===== src/rtl/switch_debouncer.sv =====
// Two-flop synchroniser plus tick-sampled stability filter for WIDTH slide switches.
// Define SW_EDGE_LATCH_EN to add sticky per-bit edgeFlags with a clearFlags input.
module switch_debouncer #(
    parameter int WIDTH        = 16,
    parameter int TICK_DIV     = 1000,
    parameter int STABLE_TICKS = 4
) (
    input  logic             clk,
    input  logic             rst,
    input  logic [WIDTH-1:0] switchesRaw,
`ifdef SW_EDGE_LATCH_EN
    input  logic [WIDTH-1:0] clearFlags,
    output logic [WIDTH-1:0] edgeFlags,
`endif
    output logic [WIDTH-1:0] switches,
    output logic [WIDTH-1:0] changed
);

    localparam int PW = (TICK_DIV > 1) ? $clog2(TICK_DIV) : 1;
    localparam int CW = $clog2(STABLE_TICKS + 1);
    localparam logic [PW-1:0] PRESC_LAST = PW'(TICK_DIV - 1);
    localparam logic [CW-1:0] CNT_LAST   = CW'(STABLE_TICKS - 1);

    logic [WIDTH-1:0] r_sync1;
    logic [WIDTH-1:0] r_sync2;
    logic [WIDTH-1:0] r_switches;
    logic [WIDTH-1:0] r_changed;
    logic [PW-1:0]    r_presc;
    logic [CW-1:0]    r_cnt [WIDTH];

    logic             w_tick;
    logic [WIDTH-1:0] w_diff;
    logic [WIDTH-1:0] w_accept;

    assign w_tick = (r_presc == PRESC_LAST);
    assign w_diff = r_sync2 ^ r_switches;

    // A bit is accepted on the tick that completes STABLE_TICKS consecutive differing samples.
    always_comb begin
        w_accept = '0;
        for (int i = 0; i < WIDTH; i++) begin
            w_accept[i] = w_tick && w_diff[i] && (r_cnt[i] == CNT_LAST);
        end
    end

    always_ff @(posedge clk) begin
        if (rst) begin
            r_sync1 <= '0;
            r_sync2 <= '0;
        end else begin
            r_sync1 <= switchesRaw;
            r_sync2 <= r_sync1;
        end
    end

    always_ff @(posedge clk) begin
        if (rst) begin
            r_presc <= '0;
        end else if (w_tick) begin
            r_presc <= '0;
        end else begin
            r_presc <= r_presc + PW'(1);
        end
    end

    // Matching sample or acceptance both return the bit to the stable (zero) count.
    always_ff @(posedge clk) begin
        if (rst) begin
            for (int i = 0; i < WIDTH; i++) begin
                r_cnt[i] <= '0;
            end
        end else if (w_tick) begin
            for (int i = 0; i < WIDTH; i++) begin
                if (!w_diff[i] || w_accept[i]) begin
                    r_cnt[i] <= '0;
                end else begin
                    r_cnt[i] <= r_cnt[i] + CW'(1);
                end
            end
        end
    end

    always_ff @(posedge clk) begin
        if (rst) begin
            r_switches <= '0;
            r_changed  <= '0;
        end else begin
            r_switches <= r_switches ^ w_accept;
            r_changed  <= w_accept;
        end
    end

    assign switches = r_switches;
    assign changed  = r_changed;

`ifdef SW_EDGE_LATCH_EN
    logic [WIDTH-1:0] r_edge_flags;

    // Set has priority over a simultaneous clear so no movement is ever lost.
    always_ff @(posedge clk) begin
        if (rst) begin
            r_edge_flags <= '0;
        end else begin
            r_edge_flags <= (r_edge_flags & ~clearFlags) | r_changed;
        end
    end

    assign edgeFlags = r_edge_flags;
`endif

endmodule


===== config.mk =====
export PLATFORM = sky130hd
export DESIGN_NAME = switch_debouncer
export DESIGN_NICKNAME = d
export VERILOG_FILES = /design/src/rtl/switch_debouncer.sv
export SDC_FILE = /design/constraint.sdc
export NUM_CORES = 1
export LEC_CHECK = 0
export ABC_AREA = 0
export CAP_MARGIN = 30
export CORE_MARGIN = 2
export CORE_UTILIZATION = 30
export DETAILED_ROUTE_END_ITERATION = 10
export GPL_TIMING_DRIVEN = 0
export PLACE_DENSITY_LB_ADDON = 0.15
export SLEW_MARGIN = 20
export SYNTH_ARGS = -nofsm -noshare
export SYNTH_HDL_FRONTEND = slang
export SYNTH_SLANG_ARGS = --single-unit

===== constraint.sdc =====
create_clock -name clk -period 2.4 [get_ports clk]
set_input_delay 0.6 -clock clk [delete_from_list [all_inputs] [get_ports clk]]
set_output_delay 0.6 -clock clk [all_outputs]
set_load 0.1 [all_outputs]

Word level (Yosys, flattened, before mapping)
Memory sizes are Yosys's and may differ from the RTL's.
Cells that the tools add are included.

word-level totals
  input port bits = 18
  memories = 1
  output and inout port bits = 32
  register bits after elaboration = 74
  RAM bits = 48
  logic and storage cells = 301

memories
  name   words  bits a word  read ports  clocked after memory_dff  wr ports  line  text
  r_cnt  16     3            16          0                         16        29    logic [CW-1:0] r_cnt [WIDTH];

operators by class
  multiplexer cells = 162
  equality and inequality tests = 17
  reductions and logical operators = 65
  bitwise operators = 34
  add/subtract/negate cells = 17

operators with widths
  kind                                                                    number
  1-bit two-way mux                                                       130
  3-bit two-way mux                                                       32
  3-bit by 1-bit adder with 3-bit output (second input constant)          16
  3-bit by 2-bit equality test with 1-bit output (second input constant)  16
  1-bit logical AND                                                       32
  1-bit OR                                                                32
  16-bit bitwise XOR                                                      2
  1-bit logical NOT                                                       16
  1-bit logical OR                                                        16
  10-bit by 1-bit adder with 10-bit output (second input constant)        1
  10-bit equality test (second input constant)                            1
  2-bit OR reduction                                                      1

Longest topological paths before layout
  depth in word-level cells = 10
  mapped depth = 7
  mapped depth without buffers = 5

Worst setup path after synthesis
Ideal clock, no wire load.

  path kind = flip-flop to flip-flop
  start = register r_presc[0]
  end = memory r_cnt[0][0] in the netlist's numbering, enable pin
  required time = 2.015 ns
  path buffers = 2
  library setup time = 0.385 ns
  data arrival time = 1.825 ns
  cell stages (with the launch flop) = 7
  setup slack = 0.190 ns
  clock period less this slack = 2.210 ns
  cell sequence = dfxtp_1 -> ha_1 -> and4bb_1 -> and3_1 -> buf_2 -> or2_1 -> buf_2

RTL lines
  what                      line  text
  start: declaration        28    logic [PW-1:0] r_presc;
  start signal: assignment  62    r_presc <= r_presc + PW'(1);
  end: declaration          29

Worst setup path after layout
  start = register r_switches[0] (netlist: switches[0])
  end = output port switches[0]

RTL lines
  what                      line  text
  start: declaration        26    logic [WIDTH-1:0] r_switches;
  start signal: assignment  88    r_switches <= r_switches ^ w_accept;
  end: declaration          15    output logic [WIDTH-1:0] switches,

No word-level cell between the ends.

==> results_dict.tcl <==
set metrics [dict create \
    p_leak_nw 2.63 \
    dpl.hpwl_microns 6210 \
    drv_cap 0 \
    place_area_sq_um 5650 \
    cp_max_fo 3 \
    start_util 0.308 \
    cts_max_path_buffers 2 \
    outcome "finished clean" \
    worst_pin_slew_ns 0.967 \
    finalWorstSetupSlack_ns 0.124 \
    final_nets 554 \
    yosysSeqAreaShare 0.597 \
    final_area_sq_um 6190 \
    wl_per_cell_microns 13.2 \
    die-area_sq_um 17300 \
    cp_num_buf_inv 1 \
    setup_viol 0 \
    synth.distinct_cells 33 \
    finalCritPeriodShare 0.948 \
    ctsHoldBuffers 0 \
    grt_max_degree 54 \
    fmax_mhz 439 \
    drt_iter0_markers 170 \
    cpLargestDelayFamily "buffers and inverters" \
    port_buffers 48 \
    finalMaxSlewViolations 0 \
    clock_latency_ns 0.42 \
    grt.overflow.total 0 \
    synth_area_leaders "dfxtp_1 (30%), edfxtp_1 (29%), ha_1 (8.4%)" \
    cts.reportedPaths.clkPinSlew_ns 0.06 \
    total_power_w 0.00489 \
    synth.net_count 487 \
    cts_max_level 4 \
    drive_gt1_frac 0.0950 \
    grt_pass1_vias 3111 \
    synth_top_area_frac 0.303 \
    firstDrtPassIters 6 \
    hold_ws_ns 0.433 \
    gp_congestion 0.719 \
    synth_top_area_cell "dfxtp_1" \
    routed_wl_microns 9660 \
    path_cells "dlygate4sd2_1" \
    post-route-drc-count 0 \
    syn_to_final_growth_pct 26.6 \
    synthesis.area_sq_um 4890 \
    ir_drop_uv 507 \
    avgSynthCellArea_sq_um 11.2 \
    synth_cells 436 \
    grt_use_total 0.123 \
    dpl_worst_slack_ns 0.0695 \
    io_pins 50 \
    fp.coreArea_sq_um 15900 \
    dieWidth_microns 132 \
    fp.dieH_microns 132 \
    critPathCaptureType "output pin" \
    critical_path_required_ns 1.80 \
    hold_class "flip-flop to flip-flop" \
    critPathLaunchType "flip-flop" \
    ys_warn_count 0 \
    fin_crit_ns 2.28 \
    synth_seq_cells 122 \
    drtAntennaViolNets 0 \
    via_per_inst 4.29 \
    grt_pass1_wl_microns 16000 \
    grt_setup_unrepaired "no" \
    fin_skew_ns 0.00829 \
    diodes 0 \
    finalHoldViolCount 0 \
    cts.sinks 122 \
    fin_util 0.390 \
    cp_slowest_cell "dlygate4sd2_1" \
    critical-path-max-stage-delay_ns 0.87 \
    antenna_found_initial 0 \
    vias 3143 \
    worstPathArrival_ns 1.68 \
    cts_root_buf "clkbuf_16" \
    path_class "flip-flop to output pin" \
    numCtsBuffers 17 \
    cts_setup_buffers 0 \
    cts_tree "built" \
    powerDensity_nw_per_um2 789 \
    rows 46 \
    slew_headroom 0.358 \
]
[cell families after synthesis]
kind of cell / share of synthesized area
AOI/OAI and AO/OA: 0.0401
xor gates and xnor gates: 0.0376
adders and majority gates: 0.0844
buffers and inverters: 0.0419
DFF: 0.597
and+or+nand+nor: 0.199
[layout by cell type, fill, tap and decap left out, types with 2 or more instances in the layout]
cell	instances
xor2_1	10
clkinv_2	4
buf_2	4
nor2_1	56
clkbuf_1	10
bufinv_16	2
a21oi_1	16
edfxtp_1	48
nor3b_1	8
and3_1	9
dlygate4sd2_1	32
nand2_1	21
xnor2_1	11
or3_4	4
clkdlybuf4s50_1	16
ha_1	33
or3_1	5
a31oi_1	2
buf_6	3
and4_1	2
nand3_1	21
dfxtp_1	74
nor2b_1	32
clkbuf_8	4
inv_1	35
clkbuf_16	17
o21ai_0	16
or3b_4	8
[metrics by stage]
step,std cells,setup TNS [ns]
6_report,732,0
5_1_grt,732,0
4_1_cts,732,0
3_5_place_dp,700,0
3_3_place_gp,700,-13.13
2_1_floorplan,436,0
[flip-flops by register name (all words and copies together), names as in the netlist]
register  flops
r_cnt        48
r_sync2      16
r_presc      10
r_sync1      16
changed      16
switches     16
[area by class of cell]
cell class / count / area, sq um
Inverter: 35 / 131
Multi-Input combinational cell: 265 / 1770
Buffer: 14 / 80.1
Clock buffer: 24 / 492
Clock inverter: 8 / 91.3
Fill cell: 1617 / 9690
Tap cell: 216 / 270
Timing Repair Buffer: 48 / 440
Sequential cell: 122 / 2920
[worst paths after layout]
| check | cells past startpoint | end | startpoint | slack (ns) |
|---|---|---|---|---|
| setup / recovery | 1 | switches[0] | switches[0]$_SDFF_PP0_ | 0.12 |
| hold / removal | 1 | r_sync2[13]$_SDFF_PP0_ | r_sync1[13]$_SDFF_PP0_ | 0.43 |
| setup reg to reg | 6 | changed[14]$_SDFF_PP0_ | r_presc[0]$_SDFF_PP0_ | 0.20 |
| hold reg to reg | 1 | r_sync2[13]$_SDFF_PP0_ | r_sync1[13]$_SDFF_PP0_ | 0.43 |
[metal layers]
metal,up-vias,share of wire,track usage
met2,57,0.45,0.193
met4,0,0.028,0.0749
li1,1608,-,-
met3,23,0.043,0.0394
met1,1455,0.47,0.146
met5,-,0,0
[Yosys cell counts, drive strengths merged]
cell,n
o21ai,16
or2,2
or2b,1
a41oi,1
nor2b,32
xor2,10
and2,1
a21o,1
and4bb,1
nor2,56
buf,7
nand3,21
nand4,1
clkbuf,7
or3b,8
nand2,21
a21oi,16
ha,33
and3,9
nand3b,1
a31oi,2
dfxtp,74
nor3b,8
and4b,1
a211oi,1
or3,9
and4,2
edfxtp,48
inv,35
xnor2,11
[power breakdown]
group / internal [W] / switching, W / leakage [nW]
Combinational: 0.0000707 / 0.0000772 / 1.24
Sequential: 0.00221 / 0.0000282 / 1.10
Clock: 0.00162 / 0.000875 / 0.287
[timing repair]
action	in CTS	in global routing
endpoints found under the setup margin	32	48
pin swaps	0	0
gates resized for setup	32	1
(Power assumes the default switching activity.)
